[src/rtl/rtc_write_sched.sv]
// Sequences six RTC time fields through an external binary-to-BCD decoder and
// writes each result to consecutive RTC bus registers, with a per-write ack timeout.
//
// state | meaning
// IDLE  | waiting for start; err holds the last outcome
// LOAD  | present snapshot[idx] to the decoder, capture its BCD result
// REQ   | hold bus_req/bus_addr/bus_data until bus_ack or timeout
// DONE  | one-cycle done pulse after the sixth write
// ERR   | one-cycle timeout exit, err latched
module rtc_write_sched #(
   parameter logic [7:0] BASE_ADDR = 8'h21,
   parameter int         TIMEOUT   = 255
) (
   input  logic       clk,
   input  logic       reset,
   input  logic       start,
   input  logic [6:0] seg,
   input  logic [6:0] min,
   input  logic [6:0] hora,
   input  logic [6:0] dia,
   input  logic [6:0] mes,
   input  logic [6:0] anio,
   output logic [6:0] bin_out,
   output logic       sel_hora,
   input  logic [7:0] bcd_in,
   output logic       bus_req,
   output logic [7:0] bus_addr,
   output logic [7:0] bus_data,
   input  logic       bus_ack,
   output logic       busy,
   output logic       done,
   output logic       err
);

   typedef enum logic [2:0] {IDLE, LOAD, REQ, DONE, ERR} state_t;

   localparam logic [7:0] TO_LAST = 8'(TIMEOUT - 1);

   state_t     state;
   logic [6:0] snap [6];
   logic [2:0] idx;
   logic [2:0] idx_nxt;
   logic [7:0] to_cnt;

   assign idx_nxt = idx + 3'd1;

   always_ff @(posedge clk or negedge reset) begin
      if (!reset) begin
         state    <= IDLE;
         idx      <= '0;
         to_cnt   <= '0;
         bin_out  <= '0;
         sel_hora <= 1'b0;
         bus_req  <= 1'b0;
         bus_addr <= '0;
         bus_data <= '0;
         busy     <= 1'b0;
         done     <= 1'b0;
         err      <= 1'b0;
         for (int i = 0; i < 6; i++) snap[i] <= '0;
      end else begin
         case (state)
            IDLE: begin
               if (start) begin
                  snap[0]  <= seg;
                  snap[1]  <= min;
                  snap[2]  <= hora;
                  snap[3]  <= dia;
                  snap[4]  <= mes;
                  snap[5]  <= anio;
                  idx      <= '0;
                  err      <= 1'b0;
                  busy     <= 1'b1;
                  bin_out  <= seg;
                  sel_hora <= 1'b0;
                  state    <= LOAD;
               end
            end
            LOAD: begin
               // decoder output is combinational from bin_out, valid by end of LOAD
               bus_data <= bcd_in;
               bus_addr <= BASE_ADDR + {5'd0, idx};
               bus_req  <= 1'b1;
               bin_out  <= '0;
               sel_hora <= 1'b0;
               to_cnt   <= '0;
               state    <= REQ;
            end
            REQ: begin
               if (bus_ack) begin
                  bus_req  <= 1'b0;
                  bus_addr <= '0;
                  bus_data <= '0;
                  if (idx == 3'd5) begin
                     done  <= 1'b1;
                     state <= DONE;
                  end else begin
                     idx      <= idx_nxt;
                     bin_out  <= snap[idx_nxt];
                     sel_hora <= (idx_nxt == 3'd2);
                     state    <= LOAD;
                  end
               end else if (to_cnt == TO_LAST) begin
                  bus_req  <= 1'b0;
                  bus_addr <= '0;
                  bus_data <= '0;
                  err      <= 1'b1;
                  state    <= ERR;
               end else begin
                  to_cnt <= to_cnt + 8'd1;
               end
            end
            DONE: begin
               done  <= 1'b0;
               busy  <= 1'b0;
               state <= IDLE;
            end
            ERR: begin
               busy  <= 1'b0;
               state <= IDLE;
            end
            default: state <= IDLE;
         endcase
      end
   end

endmodule

[config.mk]
export PLATFORM = sky130hd
export DESIGN_NAME = rtc_write_sched
export DESIGN_NICKNAME = d
export VERILOG_FILES = /design/src/rtl/rtc_write_sched.sv
export SDC_FILE = /design/constraint.sdc
export NUM_CORES = 1
export LEC_CHECK = 0
export BUFFER_PORTS_ARGS = -buffer_cell sky130_fd_sc_hd__buf_2
export CAP_MARGIN = 25
export CORE_AREA = 2 2 88 90
export DETAILED_ROUTE_END_ITERATION = 8
export DIE_AREA = 0 0 90 92
export PLACE_DENSITY = 0.84
export SLEW_MARGIN = 20
export SYNTH_ARGS = -nofsm -noshare
export SYNTH_HDL_FRONTEND = slang
export SYNTH_SLANG_ARGS = --single-unit
[constraint.sdc]
create_clock -name clk -period 2.7 [get_ports clk]
set_input_delay 0 -clock clk [delete_from_list [all_inputs] [get_ports clk]]
set_output_delay 0 -clock clk [all_outputs]
set_load 0.005 [all_outputs]
# After elaboration in Yosys (flattened, before gate mapping)
# Cells that the tools add are included.
# totals
regBits,84
latch_bits,0
mem_bits_rw,0
rom_bits,0
input_bits,54
elab_cells,91
n_memories,0
# op_classes
n_addsub,3
multipliers,0
div_mod_pow,0
n_lt_le_gt_ge,1
n_eq_ne,15
shifts,0
mux,38
bitwise_logic,1
n_reduce_logical,16
# op_table
cell,count
case mux 8 bit (2 select lines),3
two-way mux 7 bit,5
two-way mux 8 bit,4
binary-select mux 7 bit (select 3 bit),1
case mux 7 bit (3 select lines),1
two-way mux 3 bit,6
"!= test 2 bit, second input constant",7
AND reduction 4 bit,3
two-way mux 1 bit,10
"equality test 3 x 2 -> 1 bit, second input constant",3
case mux 3 bit (3 select lines),1
"adder 8 x 1 -> 8 bit, second input constant",1
"equality test 8 bit, second input constant",1
case mux 1 bit (2 select lines),4
AND reduction 2 bit,4
nonzero test 2 bit,4
"adder 6 x 3 -> 7 bit, first input constant",1
"equality test 3 bit, second input constant",2
case mux 3 bit (2 select lines),1
AND reduction 3 bit,2
"greater-or-equal comparator 4 bit, second input constant",1
inverter 3 -> 4 bit,1
"adder 3 x 1 -> 3 bit, second input constant",1
"equality test 3 x 1 -> 1 bit, second input constant",1
6 further kinds,6

# Longest topological paths before layout
# depth
ltp_word,8
depth_mapped,8
depth_no_buf,6

# Least setup slack after synthesis
# OpenSTA, ideal clock, no wires.
# synth_path
kind,reg-to-reg
start,reg idx[1]
end,reg bin_out[2]
setup_time_ns,0.126
arrival_time_ns,1.794
required_ns,2.574
setup_slack_ns,0.780
path_stages_with_launch,9
period_less_slack_ns,1.920
path_cell_list,dfrtp_1 -> inv_1 -> ha_1 -> clkbuf_1 -> buf_2 -> mux4_2 -> nand2_1 -> a21oi_1 -> a221o_1
# synth_between
elab_chain_cells,8
word_cells_on_any_way,11
classes_between,1 x add/sub; 2 x eq/ne; 6 x mux; 1 x bitwise; 1 x reduce/logical
# synth_lines
item,line_no,text
start: declaration,41,logic [2:0] idx;
start signal: assignment,98,idx <= idx_nxt;
adder 3 x 1 -> 3 bit,45,assign idx_nxt = idx + 3'd1;
inverter 3 -> 4 bit (not written as such),99,bin_out <= snap[idx_nxt];
binary-select mux 7 bit (select 3 bit),99,
two-way mux 7 bit (not written as such) (2 in a row),99,
two-way mux 7 bit,94,if (idx == 3'd5) begin
two-way mux 7 bit,90,if (bus_ack) begin
case mux 7 bit (3 select lines),62,case (state)
end signal: assignment,74,bin_out <= seg;
end signal: assignment,99,
end: declaration,23,"output logic [6:0] bin_out,"
# Parallel ways exist; a longest one is shown, timed or not. The select of a mux whose other input is x is not followed.
# A chain may end at the register's enable or synchronous reset.

# Worst setup path after layout
# layout_path
start,reg idx[0]
end,reg bin_out[2]
# Same word-level chain as after synthesis.

==> flow_summary.ini <==
[placed_design]
gp_congestion = 0.776
hpwl_mm = 5.85
io_buffers = 78
placed_cells = 490

[cts]
clk_pin_slew_worst_paths_ns = 0.08
cts_repair_resize_count = 0
cts_root_buffer = clkbuf_8
numCtsBuffers = 9
cts_sinks = 80
cts_tree = done
h-tree-depth = 3
ctsLongestPathBuffers = 2
insertion_delay_ns = 0.35

[worst_setup_path]
r2r_cells = 5
crit_type = reg -> reg
cp_max_fo = 16
rr_startpoint = idx[0]$_DFFE_PN0P_
rr_endpoint = bin_out[2]$_DFFE_PN0P_
crit_arrival_ns = 2.40
start_kind = register
critPathCaptureType = register
cp.required_ns = 2.93
r2r_slack_ns = 0.53

[logic_synthesis]
synthCells = 328
ys_warn_count = 0
synth_cell_types = 48
synth-main-ff-cell = dfrtp_1
async_flop_share_pct = 100
ys_seq_area_share_pct = 51.5
syn_area_mm2 = 0.00388
synth_edf_count = 0
synth_seq_cells = 80
syn_avg_cell_area_um2 = 11.8

[routing]
drt_pass1_iterations = 4
num_vias = 3055
drtAntennaViolNets = 0
wire_per_inst_um = 16.9
routed_wl_mm = 9.42
drc = 0
vias_per_cell = 5.48
drt_iter0_markers = 205

[pwr]
leakagePower_nw = 2.28
switchingPower_mw = 1.75
power-per-cell-area_mw_per_mm2 = 1010
peakVddDrop_mv = 0.650
pwr-share-seq_pct = 41.1
p_comb_share_pct = 38.2
p_clk_share_pct = 20.7
p_sw_share_pct = 34.2
p_int_mw = 3.37

[final_layout]
areaGrowthSynthToFinish_pct = 30.7
fillCellCount = 545
post-route-util_pct = 68.2
insertedDiodeCount = 0
stdcell_count = 557
final_nets = 509
drive_above_1_share_pct = 33.6
seqCellArea_mm2 = 0.00200
multi_input_area_mm2 = 0.00171

[run_status]
status = completed

[grt]
grt_pass1_vias = 3334
grt_max_degree = 81
track_usage_pct = 24.5
grt_overflow = 0
grt_pass1_wl_mm = 16.1
antenna_found_initial = 0

[run]
cap_violations = 0

[floorplanning]
ioPinCount = 82
start_util_pct = 52.2
row_count = 32
core_mm2 = 0.00745
fp.dieH_um = 92
die-area_mm2 = 0.00828
die_x_um = 90

[sta]
setup_tns_ns = 0
relSlewSlack_pct = 38.8
hold_violations = 0
final.setup_skew_ns = 0.00817
slew_violations = 0
min_period_ns = 2.17
worst_pin_slew_ns = 0.914
setup_viol = 0
fmax_mhz = 462
rsz0062_at_grt = false
period_share_pct = 80.2

[worst_hold_path]
worstHoldStart = start
min_to = busy$_DFFE_PN0P_
min_path_cells = 3
hold_path_class = in -> reg
flip-flops by register name (all words and copies together) (netlist names):
register / flops
sel_hora: 1
busy: 1
bus_data: 8
err: 1
snap: 42
to_cnt: 8
state: 3
done: 1
idx: 3
bin_out: 7
bus_addr: 5
metal layers:
metal,part of all wire (%),vias to the layer above,global-route usage (%)
met5,0,-,0
met4,1.5,0,8.72
met3,5.2,16,6.08
met2,52,98,42.8
met1,42,1518,29.8
li1,-,1423,-
power groups by stage:
| stage | logic (mW) | clock network [mW] | registers (mW) |
|---|---|---|---|
| CTS | 1.94 | 1.07 | 2.10 |
| detailed placement | 1.87 | 0 | 2.12 |
| floorplan | 1.47 | 0 | 1.96 |
| global route | 2.16 | 1.12 | 2.18 |
| finish | 1.96 | 1.06 | 2.11 |
| global placement | 1.78 | 0 | 2.07 |
critical path, cell delays in order, from the launching register on:
cell and delay, ns:
dfrtp_1 0.47, ha_1 0.71, mux4_2 0.41, nand2_1 0.10, a21oi_1 0.07, a221o_1 0.29
through the flow:
| stage | power (mW) | hold WS, ns | instance area [um^2] | worst slack [ns] |
|---|---|---|---|---|
| after detailed placement | 3.98 | 0.229 | 4330 | 0.624 |
| final | 5.12 | 0.00971 | 5080 | 0.535 |
| after CTS | 5.10 | 0.000752 | 5070 | 0.596 |
| after floorplan | 3.43 | -0.296 | 3890 | 0.780 |
| after global routing | 5.46 | 0.0271 | 5080 | 0.454 |
| after global placement | 3.85 | 0.227 | 4330 | 0.702 |
cell usage after synthesis, drive strengths merged, types with 2 or more instances:
cell type / instances / share of area, %
dfrtp: 80 / 52
mux2: 49 / 14
a21oi: 25 / 3.2
nand2: 19 / 1.8
o21ai: 19 / 2.4
buf: 18 / 2.8
inv: 17 / 1.6
nand3: 10 / 1.3
a22oi: 9 / 1.7
nor2: 9 / 0.87
a221o: 7 / 1.8
mux4: 7 / 4.1
nand2b: 6 / 1.2
clkbuf: 5 / 0.48
ha: 5 / 1.6
mux2i: 5 / 1.3
nor2b: 3 / 0.48
o211ai: 3 / 0.58
o22ai: 3 / 0.48
a21o: 2 / 0.39
and2: 2 / 0.32
and3: 2 / 0.32
and4: 2 / 0.45
nand4: 2 / 0.32
nor3: 2 / 0.26
how the worst max path moves through the flow:
| stage | end | cells after the start | startpoint |
|---|---|---|---|
| after floorplan | bin_out[2]$_DFFE_PN0P_ | 8 | idx[1]$_DFFE_PN0P_ |
| after global placement | bin_out[5]$_DFFE_PN0P_ | 5 | idx[0]$_DFFE_PN0P_ |
| after detailed placement | bin_out[0]$_DFFE_PN0P_ | 5 | idx[0]$_DFFE_PN0P_ |
| after CTS | bin_out[5]$_DFFE_PN0P_ | 5 | idx[0]$_DFFE_PN0P_ |
| after global routing | bin_out[0]$_DFFE_PN0P_ | 5 | idx[0]$_DFFE_PN0P_ |
| final | bin_out[2]$_DFFE_PN0P_ | 5 | idx[0]$_DFFE_PN0P_ |
final cells by class:
class | count | area share [%]
tap | 102 | 2.51
multi-input combinational | 210 | 33.6
sequential | 80 | 39.4
clock inverter | 5 | 2.07
clock buffer | 11 | 2.59
timing repair buffer | 132 | 18.6
inverter | 17 | 1.26
cells in the final DEF, fill, tap and decap left out, drive strengths merged, types with 3 or more instances in the layout:
| cell | netlist | routed |
|---|---|---|
| mux4 | 7 | 7 |
| conb | 1 | 3 |
| buf | 18 | 81 |
| nand2b | 6 | 6 |
| o22ai | 3 | 3 |
| nand3 | 10 | 10 |
| dlygate4sd3 | 0 | 51 |
| nand2 | 19 | 19 |
| bufinv | 0 | 3 |
| a21oi | 25 | 25 |
| dfrtp | 80 | 80 |
| inv | 17 | 17 |
| mux2 | 49 | 49 |
| clkbuf | 5 | 11 |
| a221o | 7 | 7 |
| ha | 5 | 5 |
| o21ai | 19 | 19 |
| nor2 | 9 | 9 |
| mux2i | 5 | 5 |
| o211ai | 3 | 3 |
| nor2b | 3 | 3 |
| a22oi | 9 | 9 |
what timing repair did:
| action | in CTS | in global routing |
|---|---|---|
| hold buffers | 51 | 0 |
| endpoints found under the hold margin | 137 | 0 |
| setup buffers | 0 | 0 |
kinds of logic after synthesis:
group / Yosys count / synth area share, %
AOI/OAI and AO/OA: 76 / 12.6
other: 1 / 0.0965
DFF: 80 / 51.5
and+or+nand+nor: 63 / 9.18
muxes: 61 / 19.5
adders and majority gates: 5 / 1.61
buffers and inverters: 40 / 4.96
xor gates and xnor gates: 2 / 0.451
(Power assumes the default switching activity.)
